**src/rtl/lfsr_seq_ctrl_pkg.sv**
```systemverilog
`default_nettype none
// ============================================================================
// Module      : lfsr_ctrl_pkg
// Description : Shared definitions for the LFSR sequencing controller.
//               Contents:
//               - state encoding
//               - default seed
//               - state_o width
//               - seed-sanitising helper
// Revision    : 1.0 - initial release
// ============================================================================
package lfsr_ctrl_pkg;

    // Width of the externally visible state code.
    localparam int STATE_W = 2;

    // Seed loaded out of reset, and used in place of any all-zero seed.
    localparam logic [7:0] DEFAULT_SEED = 8'h01;

    // Controller states. The numeric codes are visible on state_o.
    typedef enum logic [STATE_W-1:0] {
        ST_IDLE  = 2'd0,
        ST_RUN   = 2'd1,
        ST_PAUSE = 2'd2,
        ST_LOAD  = 2'd3
    } state_e;

    // An all-zero seed would lock an XOR LFSR at zero forever, so it is
    // swapped for the supplied default.
    function automatic logic [7:0] sanitize_seed(input logic [7:0] seed,
                                                 input logic [7:0] dflt);
        return (seed == 8'h00) ? dflt : seed;
    endfunction

endpackage : lfsr_ctrl_pkg
`default_nettype wire

```
**src/rtl/lfsr_seq_ctrl_if.sv**
```systemverilog
`default_nettype none
// ============================================================================
// Module      : lfsr_seq_ctrl_if
// Description : Command, seed-load and LFSR-control bundle of the LFSR
//               sequencing controller.
//   cmd_run    : run (1) / pause (0) level
//   cmd_step   : single-step request, edge detected by the controller
//   rate_sel   : prescaler rate select
//   seed_valid : seed offer
//   seed_data  : seed offer data
//   seed_ready : controller can accept a seed
//   lfsr_q     : current LFSR state fed back from the datapath
//   lfsr_en    : one-cycle advance strobe
//   lfsr_load  : one-cycle parallel-load strobe
//   lfsr_seed  : value to load while lfsr_load is high
//   state_o    : controller state code
//   tick_o     : prescaler terminal-count pulse
// Modports    : slave  - the controller
//               master - the surrounding system / datapath
// Revision    : 1.0 - initial release
// ============================================================================
interface lfsr_seq_ctrl_if;
    import lfsr_ctrl_pkg::*;

    logic               cmd_run;
    logic               cmd_step;
    logic [2:0]         rate_sel;
    logic               seed_valid;
    logic [7:0]         seed_data;
    logic               seed_ready;
    logic [7:0]         lfsr_q;
    logic               lfsr_en;
    logic               lfsr_load;
    logic [7:0]         lfsr_seed;
    logic [STATE_W-1:0] state_o;
    logic               tick_o;

    modport slave (
        input  cmd_run, cmd_step, rate_sel, seed_valid, seed_data, lfsr_q,
        output seed_ready, lfsr_en, lfsr_load, lfsr_seed, state_o, tick_o
    );

    modport master (
        output cmd_run, cmd_step, rate_sel, seed_valid, seed_data, lfsr_q,
        input  seed_ready, lfsr_en, lfsr_load, lfsr_seed, state_o, tick_o
    );

endinterface : lfsr_seq_ctrl_if
`default_nettype wire

```
**src/rtl/lfsr_seq_ctrl_tick_prescaler.sv**
```systemverilog
`default_nettype none
// ============================================================================
// Module      : tick_prescaler
// Description : Free-running divider that produces the LFSR advance tick.
//               Period = max(1, BASE_DIV >> rate_sel_i) clk cycles.
//   clk        : system clock
//   reset      : asynchronous active-high reset, clears the counter
//   clear_i    : synchronous counter clear (priority over counting)
//   en_i       : count enable; the counter holds its value when low
//   rate_sel_i : rate select
//   tick_o     : terminal count reached this cycle (combinational)
// Revision    : 1.0 - initial release
// ============================================================================
module tick_prescaler #(
    parameter int DIV_W    = 27,
    parameter int BASE_DIV = 100000000
) (
    input  logic       clk,
    input  logic       reset,
    input  logic       clear_i,
    input  logic       en_i,
    input  logic [2:0] rate_sel_i,
    output logic       tick_o
);

    localparam logic [DIV_W-1:0] BASE_C = DIV_W'(BASE_DIV);
    localparam logic [DIV_W-1:0] ONE_C  = DIV_W'(1);

    logic [DIV_W-1:0] count_q;
    logic [DIV_W-1:0] count_d;
    logic [DIV_W-1:0] shifted;
    logic [DIV_W-1:0] term;

    always_comb begin
        shifted = BASE_C >> rate_sel_i;
        // A shift result of 0 or 1 both mean a period of one cycle.
        term    = (shifted > ONE_C) ? (shifted - ONE_C) : '0;

        // >= rather than == : if the period shrinks while the count is
        // already past the new terminal value, fire on the next enabled
        // cycle instead of wrapping around the whole counter range.
        tick_o  = en_i && (count_q >= term);

        count_d = count_q;
        if (clear_i || tick_o) begin
            count_d = '0;
        end else if (en_i) begin
            count_d = count_q + ONE_C;
        end
    end

    always_ff @(posedge clk or posedge reset) begin
        if (reset) begin
            count_q <= '0;
        end else begin
            count_q <= count_d;
        end
    end

endmodule : tick_prescaler
`default_nettype wire

```
**src/rtl/lfsr_seq_ctrl.sv**
```systemverilog
`default_nettype none
// ============================================================================
// Module      : lfsr_seq_ctrl
// Description : Decides when the downstream 8-bit LFSR advances or loads.
//               Provides a prescaled advance strobe, run/pause, single-step
//               and a valid/ready seed-load port. All strobes are registered.
//   clk        : system clock
//   reset      : asynchronous active-high reset
//   bus        : lfsr_seq_ctrl_if.slave (commands, seed port, LFSR control)
// Parameters  : DIV_W        - prescaler counter width
//               BASE_DIV     - clk cycles per advance at rate_sel = 0
//               DEFAULT_SEED - seed after reset and substitute for zero seed
// Build macro : LFSR_LOCKUP_RECOVERY_EN - when defined, an all-zero lfsr_q
//               in RUN/PAUSE forces a reload of DEFAULT_SEED.
// Revision    : 1.0 - initial release
// ============================================================================
module lfsr_seq_ctrl #(
    parameter int         DIV_W        = 27,
    parameter int         BASE_DIV     = 100000000,
    parameter logic [7:0] DEFAULT_SEED = lfsr_ctrl_pkg::DEFAULT_SEED
) (
    input  logic           clk,
    input  logic           reset,
    lfsr_seq_ctrl_if.slave bus
);
    import lfsr_ctrl_pkg::*;

    // ------------------------------------------------------------------
    // State and registered outputs
    // ------------------------------------------------------------------
    state_e     state_q;
    state_e     state_d;
    logic       step_prev_q;
    logic       lfsr_en_q;
    logic       lfsr_en_d;
    logic       lfsr_load_q;
    logic       lfsr_load_d;
    logic [7:0] lfsr_seed_q;
    logic [7:0] lfsr_seed_d;
    logic       tick_q;
    logic       tick_d;

    // ------------------------------------------------------------------
    // Decoded conditions
    // ------------------------------------------------------------------
    logic active;       // RUN or PAUSE
    logic step_edge;    // rising edge of cmd_step
    logic seed_ready;
    logic xfer;         // seed handshake completes this cycle
    logic lockup;       // LFSR stuck at zero, forced reload
    logic presc_en;
    logic presc_clear;
    logic presc_tick;

    assign active    = (state_q == ST_RUN) || (state_q == ST_PAUSE);
    assign step_edge = bus.cmd_step && !step_prev_q;

`ifdef LFSR_LOCKUP_RECOVERY_EN
    // The cycle straight after a load still shows the pre-load LFSR value,
    // so it must not be judged for lockup.
    logic first_q;

    always_ff @(posedge clk or posedge reset) begin
        if (reset) begin
            first_q <= 1'b1;
        end else begin
            first_q <= (state_q == ST_IDLE) || (state_q == ST_LOAD);
        end
    end

    assign lockup = active && !first_q && (bus.lfsr_q == 8'h00);
`else
    // Feedback is not used in this build; keep the port but sink it.
    logic unused_lfsr_q;
    assign unused_lfsr_q = ^bus.lfsr_q;
    assign lockup        = 1'b0;
`endif

    assign seed_ready = active && !lockup;
    assign xfer       = bus.seed_valid && seed_ready;

    // Count only while running and still asked to run: the cycle that sees
    // cmd_run fall holds the count so that a resume continues from it.
    assign presc_en    = (state_q == ST_RUN) && bus.cmd_run;
    // Any load (reset exit, handshake, lockup) restarts the advance period.
    assign presc_clear = xfer || lockup || !active;

    tick_prescaler #(
        .DIV_W    (DIV_W),
        .BASE_DIV (BASE_DIV)
    ) u_prescaler (
        .clk        (clk),
        .reset      (reset),
        .clear_i    (presc_clear),
        .en_i       (presc_en),
        .rate_sel_i (bus.rate_sel),
        .tick_o     (presc_tick)
    );

    // ------------------------------------------------------------------
    // Next-state and next-output logic
    // ------------------------------------------------------------------
    always_comb begin
        state_d     = state_q;
        lfsr_en_d   = 1'b0;
        lfsr_load_d = 1'b0;
        tick_d      = 1'b0;
        lfsr_seed_d = lfsr_seed_q;

        case (state_q)
            ST_IDLE: begin
                // Leaving reset always loads the default seed.
                lfsr_load_d = 1'b1;
                lfsr_seed_d = DEFAULT_SEED;
                state_d     = bus.cmd_run ? ST_RUN : ST_PAUSE;
            end

            ST_LOAD: begin
                state_d = bus.cmd_run ? ST_RUN : ST_PAUSE;
            end

            ST_RUN, ST_PAUSE: begin
                // Loads take precedence over advancing, which keeps
                // lfsr_en and lfsr_load mutually exclusive.
                if (lockup) begin
                    lfsr_load_d = 1'b1;
                    lfsr_seed_d = DEFAULT_SEED;
                    state_d     = ST_LOAD;
                end else if (xfer) begin
                    lfsr_load_d = 1'b1;
                    lfsr_seed_d = sanitize_seed(bus.seed_data, DEFAULT_SEED);
                    state_d     = ST_LOAD;
                end else if (state_q == ST_RUN) begin
                    if (presc_tick) begin
                        lfsr_en_d = 1'b1;
                        tick_d    = 1'b1;
                    end
                    if (!bus.cmd_run) begin
                        state_d = ST_PAUSE;
                    end
                end else begin
                    // A step edge coinciding with the resume is still taken.
                    if (step_edge) begin
                        lfsr_en_d = 1'b1;
                    end
                    if (bus.cmd_run) begin
                        state_d = ST_RUN;
                    end
                end
            end

            default: begin
                state_d = ST_IDLE;
            end
        endcase
    end

    // ------------------------------------------------------------------
    // Registers
    // ------------------------------------------------------------------
    always_ff @(posedge clk or posedge reset) begin
        if (reset) begin
            state_q     <= ST_IDLE;
            step_prev_q <= 1'b0;
            lfsr_en_q   <= 1'b0;
            lfsr_load_q <= 1'b0;
            lfsr_seed_q <= DEFAULT_SEED;
            tick_q      <= 1'b0;
        end else begin
            state_q     <= state_d;
            step_prev_q <= bus.cmd_step;
            lfsr_en_q   <= lfsr_en_d;
            lfsr_load_q <= lfsr_load_d;
            lfsr_seed_q <= lfsr_seed_d;
            tick_q      <= tick_d;
        end
    end

    // ------------------------------------------------------------------
    // Outputs
    // ------------------------------------------------------------------
    assign bus.seed_ready = seed_ready;
    assign bus.lfsr_en    = lfsr_en_q;
    assign bus.lfsr_load  = lfsr_load_q;
    assign bus.lfsr_seed  = lfsr_seed_q;
    assign bus.state_o    = state_q;
    assign bus.tick_o     = tick_q;

endmodule : lfsr_seq_ctrl
`default_nettype wire

```
**src/flat_wrapper.sv**
```systemverilog
// flat-port wrapper written by rule: the top's interface ports become plain ports
module lfsr_seq_ctrl_flat import lfsr_ctrl_pkg::*;
#(
    parameter int         DIV_W        = 27,
    parameter int         BASE_DIV     = 100000000,
    parameter logic [7:0] DEFAULT_SEED = lfsr_ctrl_pkg::DEFAULT_SEED
)
  (clk, reset, bus_cmd_run, bus_cmd_step, bus_rate_sel, bus_seed_valid, bus_seed_data, bus_lfsr_q, bus_seed_ready, bus_lfsr_en, bus_lfsr_load, bus_lfsr_seed, bus_state_o, bus_tick_o);
  lfsr_seq_ctrl_if bus_i ();
  input  logic clk;
  input  logic reset;
  input wire logic [$bits(bus_i.cmd_run)-1:0] bus_cmd_run;
  input wire logic [$bits(bus_i.cmd_step)-1:0] bus_cmd_step;
  input wire logic [$bits(bus_i.rate_sel)-1:0] bus_rate_sel;
  input wire logic [$bits(bus_i.seed_valid)-1:0] bus_seed_valid;
  input wire logic [$bits(bus_i.seed_data)-1:0] bus_seed_data;
  input wire logic [$bits(bus_i.lfsr_q)-1:0] bus_lfsr_q;
  output wire logic [$bits(bus_i.seed_ready)-1:0] bus_seed_ready;
  output wire logic [$bits(bus_i.lfsr_en)-1:0] bus_lfsr_en;
  output wire logic [$bits(bus_i.lfsr_load)-1:0] bus_lfsr_load;
  output wire logic [$bits(bus_i.lfsr_seed)-1:0] bus_lfsr_seed;
  output wire logic [$bits(bus_i.state_o)-1:0] bus_state_o;
  output wire logic [$bits(bus_i.tick_o)-1:0] bus_tick_o;
  assign bus_i.cmd_run = bus_cmd_run;
  assign bus_i.cmd_step = bus_cmd_step;
  assign bus_i.rate_sel = bus_rate_sel;
  assign bus_i.seed_valid = bus_seed_valid;
  assign bus_i.seed_data = bus_seed_data;
  assign bus_i.lfsr_q = bus_lfsr_q;
  assign bus_seed_ready = bus_i.seed_ready;
  assign bus_lfsr_en = bus_i.lfsr_en;
  assign bus_lfsr_load = bus_i.lfsr_load;
  assign bus_lfsr_seed = bus_i.lfsr_seed;
  assign bus_state_o = bus_i.state_o;
  assign bus_tick_o = bus_i.tick_o;
  lfsr_seq_ctrl #(.DIV_W(DIV_W), .BASE_DIV(BASE_DIV), .DEFAULT_SEED(DEFAULT_SEED)) u_core (.clk(clk), .reset(reset), .bus(bus_i));
endmodule
```
**config.mk**
```make
export PLATFORM = sky130hd
export DESIGN_NAME = lfsr_seq_ctrl_flat
export DESIGN_NICKNAME = d
export VERILOG_FILES = /design/src/rtl/lfsr_seq_ctrl_pkg.sv /design/src/rtl/lfsr_seq_ctrl_if.sv /design/src/rtl/lfsr_seq_ctrl_tick_prescaler.sv /design/src/rtl/lfsr_seq_ctrl.sv /design/src/flat_wrapper.sv
export SDC_FILE = /design/constraint.sdc
export NUM_CORES = 1
export LEC_CHECK = 0
export ABC_AREA = 1
export CORE_AREA = 2 2 85 87
export CTS_CLUSTER_DIAMETER = 150
export DETAILED_ROUTE_END_ITERATION = 7
export DIE_AREA = 0 0 87 89
export GPL_ROUTABILITY_DRIVEN = 0
export GPL_TIMING_DRIVEN = 1
export PLACE_DENSITY_LB_ADDON = 0.25
export SKIP_CTS_REPAIR_TIMING = 1
export SYNTH_ARGS = -nofsm -noshare
export SYNTH_HDL_FRONTEND = slang
export SYNTH_SLANG_ARGS = --single-unit
export TNS_END_PERCENT = 100
```
**constraint.sdc**
```tcl
create_clock -name clk -period 1.9 [get_ports clk]
set_input_delay 0.285 -clock clk [delete_from_list [all_inputs] [get_ports clk]]
set_output_delay 0.285 -clock clk [all_outputs]
set_load 0.01 [all_outputs]
```
; Word level (Yosys, flattened, before mapping)
; Index checks and enable logic that the tools add are counted.
[totals]
register_bits = 41
in_bits = 24
out_inout_bits = 14
elab_cells = 57
[classes]
n_addsub = 2
magnitude_cmp = 2
eq_ne = 6
n_shift = 1
muxes = 22
n_reduce_logical = 17
[op_table]
columns = operator, count
row1 = two-way mux 27 bit, 3
row2 = "adder 27 x 1 -> 27 bit, second input constant", 1
row3 = >= comparator 27 bit, 1
row4 = "greater-than comparator 27 x 1 -> 1 bit, second input constant", 1
row5 = "right shift 27 x 3 -> 27 bit, first input constant", 1
row6 = "subtractor 27 x 1 -> 27 bit, second input constant", 1
row7 = two-way mux 8 bit, 2
row8 = case mux 8 bit (2 select lines), 1
row9 = two-way mux 2 bit, 5
row10 = two-way mux 1 bit, 9
row11 = zero test 8 bit, 1
row12 = "equality test 2 bit, second input constant", 2
row13 = logical AND 1 bit, 4
row14 = "!= test 4 x 2 -> 1 bit, second input constant", 1
row15 = "!= test 4 x 3 -> 1 bit, second input constant", 1
row16 = case mux 2 bit (2 select lines), 1
row17 = AND reduction 2 bit, 2
row18 = nonzero test 2 bit, 2
row19 = OR reduction 2 bit, 2
row20 = logical OR 1 bit, 3
row21 = "equality test 2 x 1 -> 1 bit, second input constant", 1
row22 = zero test 1 bit, 2
row23 = zero test 2 bit, 1
row24 = "!= test 2 x 1 -> 1 bit, second input constant", 1
row25 = case mux 1 bit (2 select lines), 1

; Depth between registers and ports, before layout
[logic_depth]
word_depth = 9
ltp_mapped = 19
depth_no_buf = 17

; Hierarchy
; From an unflattened synthesis, not the netlist that was laid out.
[hier_totals]
cells_unflattened = 435
area_unflattened_um2 = 3219.3
[modules_own_cells]
columns = mod, instances, cells_per_inst, area_per_inst_um2, seq_area_each_um2
row1 = tick_prescaler, 1, 347, 2483.6, 675.6
row2 = lfsr_seq_ctrl, 1, 88, 735.7, 351.6

; Worst setup path before layout
; No wires, ideal clock.
[synth_path]
path_type = input to register
from = input bus_rate_sel[2]
to = register u_core.u_prescaler.count_q[9]
t_arrival_ns = 2.161
required_ns = 1.779
path_slack_ns = -0.382
path_stages = 18
n_path_buf = 2
cell_sequence = clkbuf_1 -> nor2_1 -> nor2_1 -> nor2_1 -> nor2_1 -> inv_1 -> ha_1 -> nand2_1 -> nor2_1 -> and2_1 -> nand2_1 -> nand3_1 -> nand2_1 -> nand3_1 -> nand2_1 -> nand2_2 -> buf_4 -> nor2_1
[synth_between]
elab_chain_len = 7
word_cells_on_any_way = 9
[synth_rtl]
columns = element, line
row1 = start: declaration, flat_wrapper.sv:14  ; input wire logic [$bits(bus_i.rate_sel)-1:0] bus_rate_sel;
row2 = right shift 27 x 3 -> 27 bit *, lfsr_seq_ctrl_tick_prescaler.sv:35  ; shifted = BASE_C >> rate_sel_i;
row3 = subtractor 27 x 1 -> 27 bit / greater-than comparator 27 x 1 -> 1 bit (equally long branches), lfsr_seq_ctrl_tick_prescaler.sv:37  ; term = (shifted > ONE_C) ? (shifted - ONE_C) : '0;
row4 = two-way mux 27 bit *, lfsr_seq_ctrl_tick_prescaler.sv:37
row5 = >= comparator 27 bit *, lfsr_seq_ctrl_tick_prescaler.sv:42  ; tick_o = en_i && (count_q >= term);
row6 = logical AND 1 bit *, lfsr_seq_ctrl_tick_prescaler.sv:42
row7 = logical OR 1 bit *, lfsr_seq_ctrl_tick_prescaler.sv:45  ; if (clear_i || tick_o) begin
row8 = two-way mux 27 bit / nonzero test 2 bit (equally long branches), n/a
row9 = end signal: assignment, lfsr_seq_ctrl_tick_prescaler.sv:56  ; count_q <= count_d;
row10 = end: declaration, lfsr_seq_ctrl_tick_prescaler.sv:29  ; logic [DIV_W-1:0] count_q;
; Every way passes the cells marked *; elsewhere a longest branch is shown, timed or not.
; A chain may end at the register's enable or synchronous reset.

; Final worst setup path
[layout_path]
from = input bus_rate_sel[2]
to = register u_core.u_prescaler.count_q[1]
; Same word-level chain as after synthesis.

==> results.txt <==
Data on the critical path is required at its endpoint by 2.09 ns. Power spread over the standard cell area amounts to 777.5 mW/mm^2. Once layout is done, the placed cells without fillers occupy 0.004170 sq mm. The worst slack after detailed placement came out at -0.9633 ns. The worst hold margin came out at 0.1362 ns. The count of cells in the finished layout, fillers not included, comes to 574. The largest clock skew in the final design is 0.002088 ns. The number of port buffers came out at 29. The maximum buffer depth of the clock tree came out at 2. The critical path in this run is classified as in2reg. The max-slew headroom at the worst pin is 66.89%.

The maximum fanout encountered on the critical timing path is 6. The overall die area came out at 0.007743 sq mm. The time the worst path needs with I/O delays and setup is 1.969 ns. The highest-delay cell along the critical path is ha_4.

The transition time of the tightest slew-check pin came out at 0.4934 ns. The post-route fraction of the period consumed by the critical path came out at 103.6%. The via count of the first global-routing pass came out at 2,750. Counting distinct cell types in the post-synthesis netlist gives 30. The number of clock sinks seen by CTS came out at 41.

Setup repair after global routing could not meet its margin everywhere. Traced cell by cell, the critical path runs through buf_8 -> buf_8 -> nand2_4 -> inv_4 -> nor2_4 -> nor2_4 -> nor2_1 -> inv_1 -> ha_4 -> nand2_4 -> nor2_4 -> and2_1 -> nand2_1 -> nand3_2 -> nand2_2 -> nand3_4 -> nand2_8 -> buf_6 -> nand3_2 -> nand2_1. The post-synthesis instance area is 0.002989 sq mm. The number of detailed-routing iterations run before antenna repair is 4. The CTS tree is built. The kind of end point of the critical path is a flip-flop. The data arrival at the endpoint of the critical path came out at 2.16 ns. The fraction of final layout cells sized beyond drive strength 1 is 25.30%. The clock latency of the later-clocked register in the worst-skew pair is 0.29 ns.

Detailed placement finished with a half-perimeter wire length of 5482 microns. For this run, the share of the core covered by cells in the final layout is 62.07%. The final worst slack is -0.06900 ns. The effective utilization at floorplan came out at 44.49%.

The number of nets with antenna violations after detailed routing came out at 0. On the worst path, the slowest cell contributes a delay of between 0.2 and 0.3 ns. The element type at the critical path start is an input port. The post-detailed-routing wire length is about 7300 microns. The maximum resistive drop on vdd came out at 0.7356 mV. In this design, the critical path's most frequently occurring cell is nor2_4. The net count reported at finish came out at 548.

The total placed instance area came out at 0.003771 sq mm. The standby leakage power came out at ~2.1 nW. The share of synthesized area occupied by flip-flops and latches came out at approximately a third. The iteration-0 DRC count of the detailed router is 122. During I/O placement, the number of pins put on the boundary was 38. The classification of the worst-slack hold path is in2async.

The final antenna diode count came out at 0. Setup violations remaining at the end of the flow were counted as 16. The number of warnings issued by yosys is 0. The mean instance size in the synthesized netlist is 7.381 sq um. The clock root buffer is clkbuf_8. The count of max-cap constraint violations is 0.

The area added between synthesis and finish came out at 39.51%. The final reports fail on setup timing. The remaining global-route overflow is 0. The via density per instance came out at between 4 and 5. The maximum number of pins on one net before global-route repair is 28.

The floorplan die height is 89 microns. The number of buffers created by CTS came out at 5. The highest attainable clock frequency came out at roughly 510 MHz. The number of H-tree levels is 2. The first global-routing pass estimated 11,850 microns of wire.

The detailed router placed 2,841 vias in this run. The area of the core is 0.006719 sq mm. In this run, synthesis produced a sequential element count of about 40. The overall routing resource usage is about a fifth. The die is 87 microns wide. The cell count after placement is 561.

The routed wirelength normalized by instance count is ~13 microns. The number of hold violations in the final report came out at 0. The run finished, with violations left.

Clock-pin slew was measured on the worst setup and hold paths at ~0.08 ns. The number of pins with negative max-slew slack in the final report came out at 0. The initial antenna violation count came to 0. The post-synthesis net count came out at 460.

Synthesis produced a netlist whose cell count is 405. The number of rows created at floorplan came out at 30. The DRC violation count after routing is 0.
final timing paths:
| path | startpoint | endpoint | slack, ns | cells after the start |
|---|---|---|---|---|
| worst min-delay path | reset | u_core.bus.lfsr_en | 0.14 | 2 |
| min in group clk | bus_cmd_step | u_core.step_prev_q | 0.46 | 1 |
| worst max register to register | u_core.u_prescaler.count_q[26] | u_core.u_prescaler.count_q[1] | 0.01 | 11 |
| worst max-delay path | bus_rate_sel[2] | u_core.u_prescaler.count_q[1] | -0.07 | 20 |
| worst min register to register | u_core.bus.lfsr_seed[0] | u_core.bus.lfsr_seed[0] | 0.52 | 2 |
| max in group asynchronous | reset | u_core.u_prescaler.count_q[17] | 1.24 | 3 |
Yosys cell counts:
library cell  number  area, sq um
nor2_4             3        33.78
conb_1             1        3.750
o22ai_1            7        43.79
and2_1             1        6.260
a21o_1             3        22.52
xnor2_1            4        35.03
dfstp_2            1        26.28
buf_4              2        15.01
nor2_8             1        20.02
xor2_1            11        96.34
inv_2              3        11.26
nor4_1             1        6.260
nand2_4            1        11.26
nor2_1            64        240.2
clkinv_4           1        8.760
nand3_2            2        20.02
nor3_1             8        40.04
nand3_1           15        75.07
nand2_2            6        37.54
nor2_2             3        18.77
o21ai_1            3        15.01
inv_1             60        225.2
dfrtp_1           40         1001
nand2_1           86        322.8
o21ai_0           10        50.05
nand4_1           21        131.4
buf_6              1        11.26
a21oi_1           13        65.06
clkbuf_1           2        7.510
ha_1              31        387.9
sequential cells by signal, summed over array words and instances, names as in the netlist:
signal	flops
u_core.bus.lfsr_load	1
u_core.step_prev_q	1
u_core.bus.tick_o	1
u_core.u_prescaler.count_q	27
u_core.bus.lfsr_seed	8
u_core.bus.lfsr_en	1
u_core.bus.state_o	2
logic make-up (layout without fill, tap and decap cells):
logic type / after synthesis / after routing / share of synthesized area [%]
AND/OR/NAND/NOR: 212 / 214 / 32.23
buffers and inverters: 69 / 156 / 9.335
flip-flops: 41 / 41 / 34.37
AO/OA/AOI/OAI: 36 / 36 / 6.572
adder cells (fa/ha/maj): 31 / 31 / 12.98
XOR/XNOR: 15 / 15 / 4.395
other: 1 / 1 / 0.1255
area by class of cell:
class | instances | area, sq um
flip-flops and latches | 41 | 1027
repair buffers | 84 | 714.4
inverters | 64 | 247.7
well taps | 80 | 100.1
multi-input cells | 297 | 1961
clock inverters | 2 | 37.54
fillers | 575 | 2549
clock buffers | 6 | 82.58
report_power, final:
group | internal, mW | total (mW) | switching [mW]
Sequential | 0.997 | 1.06 | 0.0606
Clock | 0.427 | 0.737 | 0.310
Combinational | 0.635 | 1.45 | 0.812
Total | 2.06 | 3.24 | 1.18
cells in the final DEF, fill, tap and decap left out, drive strengths merged:
cell type       n
clkinvlp        1
o22ai           7
nand3          17
ha             31
nand4          21
xor2           11
a21o            3
clkdlybuf4s50  25
dlymetal6s2s    1
a21oi          13
clkinv          1
xnor2           4
nor3            8
nor4            1
and2            1
o21ai          13
inv            63
nor2           71
clkbuf          7
conb            1
dfrtp          40
nand2          95
bufinv          1
dfstp           1
buf            57
worst max-delay path, delay by kind of cell:
kind,cells,cell delay (ns)
and+or+nand+nor,14,1.09
adders and majority gates,1,0.28
buffers and inverters,5,0.50
metal layers:
layer	up-vias	GRT usage, %	wire length, microns
met2	54	32.27	3432
met5	-	0	0
li1	1477	-	-
met4	0	6.250	99
met3	10	3.416	260
met1	1300	25.71	3483
through the flow:
stage,setup TNS [ns],total power [mW]
global placement,-26.07,2.341
global route,-3.261,3.462
detailed placement,-27.09,2.358
finish,-0.5309,3.242
CTS,-18.57,3.113
floorplan,-3.918,1.801
(Power assumes the default switching activity.)
